## src/rtl/ps2_pkg.sv

```systemverilog
// Shared PS/2 definitions: scancodes, held-map bit positions and receiver states.
package ps2_pkg;

  localparam logic [7:0] SC_EXT   = 8'hE0;
  localparam logic [7:0] SC_BRK   = 8'hF0;
  localparam logic [7:0] SC_UP    = 8'h75;
  localparam logic [7:0] SC_DOWN  = 8'h72;
  localparam logic [7:0] SC_LEFT  = 8'h6B;
  localparam logic [7:0] SC_RIGHT = 8'h74;

  // held is packed {up, down, left, right}
  localparam int HELD_UP    = 3;
  localparam int HELD_DOWN  = 2;
  localparam int HELD_LEFT  = 1;
  localparam int HELD_RIGHT = 0;

  typedef enum logic [1:0] {
    IDLE,
    DATA,
    PARITY,
    STOP
  } rx_state_e;

endpackage

```

## src/rtl/ps2_rx_frame.sv

```systemverilog
// PS/2 frame receiver: synchronizes the raw lines, samples on falling ps2_clk,
// checks odd parity and stop bit, and aborts stalled frames after a timeout.
module ps2_rx_frame
  import ps2_pkg::*;
#(
  parameter int TIMEOUT_CYC = 2500
) (
  input  logic       clk,
  input  logic       rst,
  input  logic       ps2_clk,
  input  logic       ps2_data,
  output logic [7:0] rx_byte,
  output logic       byte_valid,
  output logic       rx_err
);

  localparam int TW = $clog2(TIMEOUT_CYC + 1);
  localparam logic [TW-1:0] TO_LIMIT = TW'(TIMEOUT_CYC);

  logic [2:0]    clk_sync_d, clk_sync_q;
  logic [1:0]    data_sync_d, data_sync_q;
  rx_state_e     state_d, state_q;
  logic [2:0]    bit_cnt_d, bit_cnt_q;
  logic [7:0]    shift_d, shift_q;
  logic [TW-1:0] to_cnt_d, to_cnt_q;
  logic          byte_valid_d, byte_valid_q;
  logic          rx_err_d, rx_err_q;
  logic          fall;
  logic          data_s;

  // Bit 2 of the clock chain is the previous synchronized sample, used only for edge detect.
  assign fall   = clk_sync_q[2] & ~clk_sync_q[1];
  assign data_s = data_sync_q[1];

  always_comb begin
    clk_sync_d   = {clk_sync_q[1:0], ps2_clk};
    data_sync_d  = {data_sync_q[0], ps2_data};
    state_d      = state_q;
    bit_cnt_d    = bit_cnt_q;
    shift_d      = shift_q;
    byte_valid_d = 1'b0;
    rx_err_d     = 1'b0;

    if (state_q == IDLE || fall) to_cnt_d = '0;
    else                         to_cnt_d = to_cnt_q + 1'b1;

    if (state_q != IDLE && to_cnt_q == TO_LIMIT) begin
      rx_err_d = 1'b1;
      state_d  = IDLE;
    end else if (fall) begin
      unique case (state_q)
        IDLE: begin
          if (!data_s) begin
            state_d   = DATA;
            bit_cnt_d = '0;
          end
        end
        DATA: begin
          shift_d   = {data_s, shift_q[7:1]};
          bit_cnt_d = bit_cnt_q + 1'b1;
          if (bit_cnt_q == 3'd7) state_d = PARITY;
        end
        PARITY: begin
          if (^{shift_q, data_s}) begin
            state_d = STOP;
          end else begin
            rx_err_d = 1'b1;
            state_d  = IDLE;
          end
        end
        STOP: begin
          if (data_s) byte_valid_d = 1'b1;
          else        rx_err_d     = 1'b1;
          state_d = IDLE;
        end
        default: state_d = IDLE;
      endcase
    end
  end

  always_ff @(posedge clk or posedge rst) begin
    if (rst) begin
      clk_sync_q   <= 3'b111;
      data_sync_q  <= 2'b11;
      state_q      <= IDLE;
      bit_cnt_q    <= '0;
      to_cnt_q     <= '0;
      byte_valid_q <= 1'b0;
      rx_err_q     <= 1'b0;
    end else begin
      clk_sync_q   <= clk_sync_d;
      data_sync_q  <= data_sync_d;
      state_q      <= state_d;
      bit_cnt_q    <= bit_cnt_d;
      to_cnt_q     <= to_cnt_d;
      byte_valid_q <= byte_valid_d;
      rx_err_q     <= rx_err_d;
    end
  end

  // Payload shift register carries data only; framing validity comes from byte_valid.
  always_ff @(posedge clk) begin
    shift_q <= shift_d;
  end

  assign rx_byte    = shift_q;
  assign byte_valid = byte_valid_q;
  assign rx_err     = rx_err_q;

endmodule

```

## src/rtl/ps2_sprite_ctrl.sv

```systemverilog
// Keyboard-driven sprite motion: decodes E0/F0 arrow-key sequences into a held map
// and steps the sprite centre once per video frame, clamped to the visible area.
module ps2_sprite_ctrl
  import ps2_pkg::*;
#(
  parameter int H_PIXELS    = 640,
  parameter int V_PIXELS    = 480,
  parameter int SQUARE_SIZE = 10,
  parameter int INIT_X      = 320,
  parameter int INIT_Y      = 240,
  parameter int STEP        = 1,
  parameter int TIMEOUT_CYC = 2500
) (
  input  logic       vga_clk,
  input  logic       reset,
  input  logic       ps2_clk,
  input  logic       ps2_data,
  input  logic       frame_tick,
  output logic [9:0] sq_pos_x,
  output logic [9:0] sq_pos_y,
  output logic [3:0] held,
  output logic       key_valid,
  output logic [7:0] key_code,
  output logic       key_ext,
  output logic       key_break,
  output logic       rx_err
);

  localparam logic [10:0] LO     = 11'(SQUARE_SIZE);
  localparam logic [10:0] STEP11 = 11'(STEP);
  localparam logic [9:0]  STEP10 = 10'(STEP);
  localparam logic [9:0]  X_HI   = 10'(H_PIXELS - 1 - SQUARE_SIZE);
  localparam logic [9:0]  Y_HI   = 10'(V_PIXELS - 1 - SQUARE_SIZE);

  // One axis step; sums are 11 bits wide so neither end can wrap.
  function automatic logic [9:0] step_axis(input logic [9:0] pos, input logic dec,
                                           input logic inc, input logic [9:0] hi);
    logic [10:0] up_sum;
    logic [9:0]  r;
    up_sum = {1'b0, pos} + STEP11;
    r      = pos;
    if (dec && !inc) begin
      if ({1'b0, pos} >= LO + STEP11) r = pos - STEP10;
      else                            r = LO[9:0];
    end else if (inc && !dec) begin
      if (up_sum <= {1'b0, hi}) r = pos + STEP10;
      else                      r = hi;
    end
    return r;
  endfunction

  logic [7:0] rx_byte;
  logic       byte_valid;
  logic       rx_err_w;

  ps2_rx_frame #(.TIMEOUT_CYC(TIMEOUT_CYC)) u_rx (
    .clk       (vga_clk),
    .rst       (reset),
    .ps2_clk   (ps2_clk),
    .ps2_data  (ps2_data),
    .rx_byte   (rx_byte),
    .byte_valid(byte_valid),
    .rx_err    (rx_err_w)
  );

  logic       ext_d, ext_q, brk_d, brk_q;
  logic [3:0] held_d, held_q;
  logic       key_valid_d, key_valid_q;
  logic [7:0] key_code_d, key_code_q;
  logic       key_ext_d, key_ext_q, key_break_d, key_break_q;
  logic [9:0] pos_x_d, pos_x_q, pos_y_d, pos_y_q;

  always_comb begin
    ext_d       = ext_q;
    brk_d       = brk_q;
    held_d      = held_q;
    key_valid_d = 1'b0;
    key_code_d  = key_code_q;
    key_ext_d   = key_ext_q;
    key_break_d = key_break_q;

    if (rx_err_w) begin
      ext_d = 1'b0;
      brk_d = 1'b0;
    end else if (byte_valid) begin
      if (rx_byte == SC_EXT) begin
        ext_d = 1'b1;
      end else if (rx_byte == SC_BRK) begin
        brk_d = 1'b1;
      end else begin
        key_valid_d = 1'b1;
        key_code_d  = rx_byte;
        key_ext_d   = ext_q;
        key_break_d = brk_q;
        ext_d       = 1'b0;
        brk_d       = 1'b0;
        if (ext_q) begin
          unique case (rx_byte)
            SC_UP:    held_d[HELD_UP]    = !brk_q;
            SC_DOWN:  held_d[HELD_DOWN]  = !brk_q;
            SC_LEFT:  held_d[HELD_LEFT]  = !brk_q;
            SC_RIGHT: held_d[HELD_RIGHT] = !brk_q;
            default:  held_d = held_q;
          endcase
        end
      end
    end
  end

  // Motion reads held_q, so a key decoded in the same cycle only counts next frame.
  always_comb begin
    pos_x_d = pos_x_q;
    pos_y_d = pos_y_q;
    if (frame_tick) begin
      pos_x_d = step_axis(pos_x_q, held_q[HELD_LEFT], held_q[HELD_RIGHT], X_HI);
      pos_y_d = step_axis(pos_y_q, held_q[HELD_UP], held_q[HELD_DOWN], Y_HI);
    end
  end

  always_ff @(posedge vga_clk or posedge reset) begin
    if (reset) begin
      ext_q       <= 1'b0;
      brk_q       <= 1'b0;
      held_q      <= '0;
      key_valid_q <= 1'b0;
      key_code_q  <= '0;
      key_ext_q   <= 1'b0;
      key_break_q <= 1'b0;
      pos_x_q     <= 10'(INIT_X);
      pos_y_q     <= 10'(INIT_Y);
    end else begin
      ext_q       <= ext_d;
      brk_q       <= brk_d;
      held_q      <= held_d;
      key_valid_q <= key_valid_d;
      key_code_q  <= key_code_d;
      key_ext_q   <= key_ext_d;
      key_break_q <= key_break_d;
      pos_x_q     <= pos_x_d;
      pos_y_q     <= pos_y_d;
    end
  end

  assign sq_pos_x  = pos_x_q;
  assign sq_pos_y  = pos_y_q;
  assign held      = held_q;
  assign key_valid = key_valid_q;
  assign key_code  = key_code_q;
  assign key_ext   = key_ext_q;
  assign key_break = key_break_q;
  assign rx_err    = rx_err_w;

endmodule

```

## config.mk

```make
export PLATFORM = sky130hd
export DESIGN_NAME = ps2_sprite_ctrl
export DESIGN_NICKNAME = d
export VERILOG_FILES = /design/src/rtl/ps2_pkg.sv /design/src/rtl/ps2_rx_frame.sv /design/src/rtl/ps2_sprite_ctrl.sv
export SDC_FILE = /design/constraint.sdc
export NUM_CORES = 1
export LEC_CHECK = 0
export CORE_MARGIN = 3
export CORE_UTILIZATION = 59
export CTS_BUF_LIST = sky130_fd_sc_hd__clkbuf_4
export DETAILED_ROUTE_END_ITERATION = 16
export PLACE_DENSITY = 0.82
export SLEW_MARGIN = 40
export SYNTH_ARGS = -nofsm -noshare
export SYNTH_HDL_FRONTEND = slang
export SYNTH_SLANG_ARGS = --single-unit
```

## constraint.sdc

```tcl
create_clock -name vga_clk -period 2.67 [get_ports vga_clk]
set_input_delay 0.267 -clock vga_clk [delete_from_list [all_inputs] [get_ports vga_clk]]
set_output_delay 0.267 -clock vga_clk [all_outputs]
set_load 0.03 [all_outputs]
```

* After elaboration in Yosys (flattened, before gate mapping)
Index checks and enable logic that the tools add are counted. W data, S select, Z words.
Word-level totals: flip-flop bits (word level) 69, bits of input ports 5, output and inout port bits 36, word-level logic and storage cells 123
Cells by class: add/sub/neg operators 8, order comparisons 4, eq/ne operators 16, mux-type cells 38, bitwise logic cells 6, reduce and logical (&&, ||, !) cells 31
Operator list (count):
- $mux W10 | 8
- $eq A8 B7 Y1 const B | 4
- $reduce_and A6 Y1 | 4
- $add A10 B1 Y11 const B | 2
- $add A10 B1 Y10 const B | 2
- $ge A10 B4 Y1 const B | 2
- $mux W1 | 20
- $sub A10 B1 Y10 const B | 2
- $eq A8 B8 Y1 const B | 2
- $add A12 B1 Y12 const B | 1
- $eq A12 B12 Y1 const B | 1
- $mux W12 | 1
- $reduce_bool A2 Y1 | 6
- $le A11 B10 Y1 const B | 1
- $le A11 B9 Y1 const B | 1
- $mux W2 | 5
- $reduce_xor A9 Y1 | 1
- $pmux W2 S4 | 1
- $reduce_and A2 Y1 | 4
- $reduce_and A4 Y1 | 2
- $pmux W3 S2 | 1
- $reduce_and A3 Y1 | 2
- $logic_and A1 B1 Y1 | 5
- $logic_not A1 Y1 | 5
- other kinds (15) | 20

* Logic depth before layout (Yosys ltp)
Gate-level depths: netlist (run 1).
depth in word-level cells 5, gate-level depth with buffers 9, mapped depth without buffers 8

* Modules after synthesis
From an unflattened synthesis (run 1), not the netlist that was laid out.
Second synthesis, totals: cells, all modules 434, area total of the unflattened synthesis 4126.5 um^2
By module, submodules not included:
- ps2_sprite_ctrl | times used 1, cells an instance 320, area an instance 2705.1 um^2, seq. area each 933.4 um^2
- ps2_rx_frame | times used 1, cells an instance 114, area an instance 1421.4 um^2, seq. area each 847.1 um^2

* Worst setup path before layout (run 1)
OpenSTA, ideal clock, no wires.
path type flip-flop to flip-flop, from register pos_y_q[0] (netlist: sq_pos_y[0]), to register pos_y_q[1] (netlist: sq_pos_y[1]), setup time 0.124 ns, arrival time 2.129 ns, data required time 2.546 ns, slack 0.417 ns, cell stages (with the launch flop) 10, buffers on the path 1, clock period less this slack 2.253 ns, path through dfrtp_1 clkbuf_1 inv_1 ha_1 nor2b_1 nor4b_1 o31ai_1 a31oi_1 nor2_1 o31a_1
Between the ends: longest elaborated chain between the ends 5, elaborated cells on any way between the ends 9, classes of those cells add/sub: 3; order compare: 2; mux: 4
RTL lines:
- start: declaration | RTL line ps2_sprite_ctrl.sv:71 | logic [9:0] pos_x_d, pos_x_q, pos_y_d, pos_y_q;
- start signal: assignment | RTL line ps2_sprite_ctrl.sv:130 | pos_y_q <= 10'(INIT_Y);
- start signal: assignment | RTL line ps2_sprite_ctrl.sv:140 | pos_y_q <= pos_y_d;
- $add A10 B1 Y11 | RTL line ps2_sprite_ctrl.sv:40 | up_sum = {1'b0, pos} + STEP11;
- $le A11 B9 Y1 | RTL line ps2_sprite_ctrl.sv:46 | if (up_sum <= {1'b0, hi}) r = pos + STEP10;
- $mux W10 | RTL line ps2_sprite_ctrl.sv:46
- $mux W10 | RTL line ps2_sprite_ctrl.sv:45 | end else if (inc && !dec) begin
- $mux W10 * | RTL line ps2_sprite_ctrl.sv:42 | if (dec && !inc) begin
Every way passes the cells marked *; elsewhere a longest branch is shown, timed or not. The select of a mux whose other input is x is not followed. A chain may end at the register's enable or synchronous reset.

* Worst setup path in the final report (run 1)
from register pos_y_q[1] (netlist: sq_pos_y[1]), to register pos_y_q[2] (netlist: sq_pos_y[2])
Same word-level chain as after synthesis.

==> results_dict.tcl, run 1 <==
set metrics [dict create \
    peakVddDrop_mv 0.6062 \
    switching_power_mw 0.8357 \
    gp_congestion 0.9055 \
    cts_buffers 9 \
    die_w_microns 90.28 \
    worstSetupPathType "reg2reg" \
    hp-class "in2async" \
    min_period_ns 2.428 \
    wirelength_microns 9505 \
    mostFrequentLayoutCell "dfrtp_1" \
    syn-cell-area_sq_mm 0.004190 \
    place_ws_ns 0.3340 \
    viasPerCell 6.184 \
    finClkSkew_ns 0.01700 \
    drive_above_1_share_pct 12.60 \
    synth-seq-cells 69 \
    finalCritPeriodShare_pct 90.92 \
    cts_setup_buffers 0 \
    power_frac_seq_pct 51.8 \
    worstMarginPinSlew_ns 0.7389 \
    status "complete, no violations" \
    antenna_cells 0 \
    clock.fmax_mhz 411.9 \
    use_met3_pct 5.250 \
    grt_max_degree 33 \
    clkSinkCount 69 \
    htree_num_levels 3 \
    rows 30 \
    worstSetupStartpointType "flop" \
    power.density_mw_per_mm2 531.9 \
    yosysWarningCount 0 \
    ios 41 \
    synth_area_per_cell_sq_um 9.169 \
    worstPathMaxFanout 12 \
    cts_tree "done" \
    grt_use_met1_pct 31.98 \
    cts.clk_slew.worst_paths_ns 0.13 \
    mostFrequentLayoutCells "50 x dfrtp_1, 45 x nor2_1, 40 x clkdlybuf4s50_1" \
    ctsResizeCount 0 \
    antenna_found_initial 0 \
    crit_chain "ha_1, and3b_1, o311ai_0, a31oi_1, nor2_1, o31ai_1" \
    cts_hold_buf 0 \
    synth_edf_count 8 \
    fin_worst_hold_slack_ns 0.2394 \
    dr.pass1.iters 5 \
    grt-ovfl-total 0 \
    cp-end-kind "flop" \
    initial_utilization_pct 61.34 \
    utilization_pct 70.71 \
    drc_errors 0 \
    grt.total_usage_pct 24.14 \
    layout_setup_ws_ns 0.2424 \
    tns_ns 0 \
    max-cap-violations 0 \
    num_vias 3636 \
    synthCells 457 \
    power.internal_mw 1.734 \
    rsz0062_at_grt "no" \
    nets 504 \
    yosys.cell_types.count 59 \
    switching_share_pct 32.53 \
    ant_nets 0 \
    reg2reg_depth 6 \
    setup_viol 0 \
    grt_pass1_vias 3384 \
    slew_viol_final 0 \
    clockBufferDepth 2 \
    avgRoutedWirePerCell_microns 16.16 \
    met2_usage_pct 39.20 \
    hold_violations 0 \
    required_ns 2.95 \
    drtIter0Drc 286 \
    power_frac_clock_pct 27.5 \
    insertion_delay_ns 0.41 \
    busiest_layer "met2" \
    grt_pass1_wl_microns 16180 \
    dieArea_sq_mm 0.008150 \
    pwr-share-comb_pct 20.6 \
    async_flop_share_pct 88.41 \
    cp.arrival_ns 2.71 \
    max_stage_delay_ns 0.57 \
    ys.flop_type "dfrtp_1" \
    dpl.hpwl_microns 6597 \
    yosysSeqAreaShare_pct 42.49 \
    root_buffer "clkbuf_4" \
    fp.coreArea_sq_mm 0.006832 \
    power_leakage_nw 1.925 \
    io_buffers 40 \
    syn2layout_area_growth_pct 15.29 \
    critPathSlowestCell "dfrtp_1" \
    die_y_microns 90.28 \
    syn-num-nets 474 \
    slew_headroom_pct 50.74 \
]
## final timing paths
path | end | startpoint | slack [ns]
worst min register to register | u_rx.clk_sync_q[2] | u_rx.clk_sync_q[1] | 0.36
worst max-delay path | sq_pos_y[2] | sq_pos_y[1] | 0.24
max in group asynchronous | u_rx.data_sync_q[1] | reset | 1.72
worst min-delay path | sq_pos_y[1] | reset | 0.24
min in group vga_clk | u_rx.data_sync_q[0] | ps2_data | 0.25
worst max register to register | sq_pos_y[2] | sq_pos_y[1] | 0.24
## cells by family (layout without fill, tap and decap cells)
family / after synthesis / after routing / share of synthesized area [%]
compound gates: 112 / 112 / 18.27
xor+xnor: 22 / 22 / 4.599
fa+ha+maj: 12 / 12 / 3.583
buf+inv: 57 / 92 / 5.166
flops: 69 / 69 / 42.49
mux: 19 / 19 / 4.897
simple gates: 166 / 166 / 20.99
## power by group through the flow
| stage | combinational (mW) | clock, mW | sequential [mW] |
|---|---|---|---|
| after floorplan | 0.324 | 0 | 1.36 |
| after global placement | 0.501 | 0 | 1.34 |
| after detailed placement | 0.527 | 0 | 1.35 |
| after CTS | 0.538 | 0.726 | 1.33 |
| after global routing | 0.587 | 0.784 | 1.35 |
| final | 0.530 | 0.708 | 1.33 |
## cells in the mapped netlist, types with 7 or more instances
library cell / count / area (sq um)
nand3_1: 18 / 90.09
ha_1: 12 / 150.1
inv_1: 23 / 86.33
nand2_1: 24 / 90.09
mux2i_1: 7 / 70.07
nor2b_1: 10 / 62.56
edfxtp_1: 8 / 240.2
nor2_1: 46 / 172.7
mux2_2: 12 / 135.1
dfstp_2: 11 / 289.0
o22ai_1: 7 / 43.79
o21ai_0: 25 / 125.1
clkbuf_1: 31 / 116.4
nor3_1: 12 / 60.06
a31oi_1: 11 / 68.82
xnor2_1: 14 / 122.6
xor2_1: 8 / 70.07
dfrtp_1: 50 / 1251
a21oi_1: 25 / 125.1
nand2b_1: 7 / 43.79
nor4_1: 8 / 50.05
## flip-flops by register name (all words and copies together), names as in the netlist
register and cells:
key_code 8, brk_q 1, u_rx.rx_byte 8, u_rx.state_q 2, key_valid 1, u_rx.to_cnt_q 12
u_rx.rx_err 1, key_ext 1, held 4, key_break 1, u_rx.clk_sync_q 3, u_rx.bit_cnt_q 3
sq_pos_y 10, sq_pos_x 10, u_rx.data_sync_q 2, u_rx.byte_valid 1, ext_q 1
## critical path, delay by kind of cell (launching register included)
kind                     cells  cell delay (ns)
AND/OR/NAND/NOR              2             0.56
AO/OA/AOI/OAI                3             0.69
flip-flops                   1             0.57
adder cells (fa/ha/maj)      1             0.47
## layer usage
layer  up-vias  wire (microns)
met1      1737            4078
met3        18             554
met4         0             203
met5         -               0
li1       1725               -
met2       156            4668
## final cells by class
class | instances | area [sq um]
multi-input cells | 331 | 2196
fillers | 550 | 2001
flip-flops and latches | 69 | 1780
repair buffers | 53 | 498.0
well taps | 96 | 120.1
inverters | 23 | 86.33
clock inverters | 7 | 82.58
clock buffers | 9 | 67.56
## through the flow
stage	total power, mW	instance area [sq um]	std cells
final	2.569	4831	588
after floorplan	1.686	4190	457
after detailed placement	1.875	4681	572
after CTS	2.594	4831	588
after global placement	1.840	4678	572
after global routing	2.722	4831	588
Note: power is estimated with default switching activity, not from simulation.
==> run 2, diff against run 1 <==
--- a/config.mk
+++ b/config.mk
@@ -10,7 +10,6 @@
 export CTS_BUF_LIST = sky130_fd_sc_hd__clkbuf_4
 export DETAILED_ROUTE_END_ITERATION = 16
 export PLACE_DENSITY = 0.82
-export SLEW_MARGIN = 40
 export SYNTH_ARGS = -nofsm -noshare
 export SYNTH_HDL_FRONTEND = slang
 export SYNTH_SLANG_ARGS = --single-unit
==> run 2 against run 1 <==
Wire length is 0.21% lower. First-iteration DRC count is 10% higher. Worst hold slack improved by 0.014 ns. Critical path type unchanged. Register-to-register slack worse by 0.02 ns. Final cell count unchanged.
==> results_dict.tcl, run 2 (synthesized netlist as in run 1, its figures left out) <==
set metrics [dict create \
    ant_nets 0 \
    drc_errors 0 \
    drive_above_1_share_pct 12.40 \
    place_area_sq_mm 0.004678 \
    required_ns 3.03 \
    antenna_cells 0 \
    mostFrequentLayoutCell "dfrtp_1" \
    num_vias 3646 \
    clkSinkCount 69 \
    largest_register "u_rx.to_cnt_q" \
    min_period_ns 2.452 \
    peakVddDrop_mv 0.5572 \
    htree_num_levels 3 \
    cts_setup_buffers 0 \
    clockBufferDepth 2 \
    crit_start "sq_pos_y[1]" \
    hp-class "in2async" \
    worstPathMaxFanout 12 \
    layout_setup_ws_ns 0.2180 \
    fillerInstances 542 \
    power_leakage_nw 1.937 \
    root_buffer "clkbuf_4" \
    fp.coreArea_sq_mm 0.006832 \
    mostFrequentLayoutCells "50 x dfrtp_1, 46 x nor2_1, 40 x clkdlybuf4s50_1" \
    final_cells 588 \
    hold_violations 0 \
    multi_input_area_sq_mm 0.002193 \
    syn2layout_area_growth_pct 15.80 \
    dpl.hpwl_microns 6603 \
    r2r_start "sq_pos_y[1]" \
    place_ws_ns 0.3200 \
    status "complete, no violations" \
    initial_utilization_pct 61.34 \
    slew_headroom_pct 35.49 \
    clock.fmax_mhz 407.8 \
    grt_pass1_vias 3454 \
    die_y_microns 90.28 \
    ios 41 \
    cts_tree "done" \
    finalInstanceArea_sq_mm 0.004852 \
    power.density_mw_per_mm2 549.0 \
    fin_worst_hold_slack_ns 0.2536 \
    utilization_pct 71.03 \
    dr.pass1.iters 5 \
    setup_viol 0 \
    seq_area_sq_mm 0.001780 \
    cts.clk_slew.worst_paths_ns 0.13 \
    grt-ovfl-total 0 \
    slew_viol_final 0 \
    viasPerCell 6.201 \
    nets 504 \
    finalPower_mw 2.664 \
    cp-end-kind "flop" \
    io_buffers 40 \
    grt_max_degree 33 \
    worstMarginPinSlew_ns 0.9641 \
    ctsResizeCount 0 \
    dieArea_sq_mm 0.008150 \
    drtIter0Drc 316 \
    finalCritPeriodShare_pct 91.84 \
    rsz0062_at_grt "no" \
    cp.arrival_ns 2.81 \
    wirelength_microns 9485 \
    max-cap-violations 0 \
    die_w_microns 90.28 \
    cts_hold_buf 0 \
    insertion_delay_ns 0.41 \
    avgRoutedWirePerCell_microns 16.13 \
    cts_buffers 9 \
    tns_ns 0 \
    largest_register_ffs 12 \
    grt_pass1_wl_microns 16200 \
    antenna_found_initial 0 \
    grt.total_usage_pct 23.84 \
    worstSetupStartpointType "flop" \
    dp.cells 572 \
    finClkSkew_ns 0.01606 \
    worstSetupPathType "reg2reg" \
    gp_congestion 0.9055 \
    rows 30 \
]
==> run 2: report_power, final <==
| group | switching [mW] | internal, mW |
|---|---|---|
| registers | 0.137 | 1.19 |
| clock network | 0.411 | 0.396 |
| logic | 0.284 | 0.242 |
==> run 2: cell type report <==
| type | instances | share of cell area (%) |
|---|---|---|
| Tap cell | 96 | 2.476 |
| Timing Repair Buffer | 53 | 10.26 |
| Multi-Input combinational cell | 331 | 45.20 |
| Sequential cell | 69 | 36.69 |
| Inverter | 23 | 1.779 |
| Clock buffer | 9 | 1.392 |
| Clock inverter | 7 | 2.192 |
==> run 2: final timing paths <==
path	endpoint	slack, ns	depth (start not counted)
setup reg to reg	sq_pos_y[5]	0.22	7
setup / recovery	sq_pos_y[5]	0.22	7
min in group vga_clk	u_rx.data_sync_q[0]	0.26	1
hold reg to reg	u_rx.clk_sync_q[1]	0.36	0
max in group asynchronous	u_rx.data_sync_q[1]	1.70	3
hold / removal	key_code[6]	0.25	2
==> run 2: critical path: stages, from the launching register on <==
cell	delay, ns
dfrtp_1	0.52
ha_1	0.38
o21a_1	0.27
o41ai_4	0.58
a21oi_1	0.07
o21ai_0	0.19
o311ai_0	0.18
a21o_1	0.20
==> run 2: layer usage <==
layer	track usage (%)	vias to the layer above	wire length (microns)
met2	38.64	154	4691
met1	32.44	1760	4095
met5	0	-	0
met3	5.167	12	582
li1	-	1720	-
met4	6.760	0	116
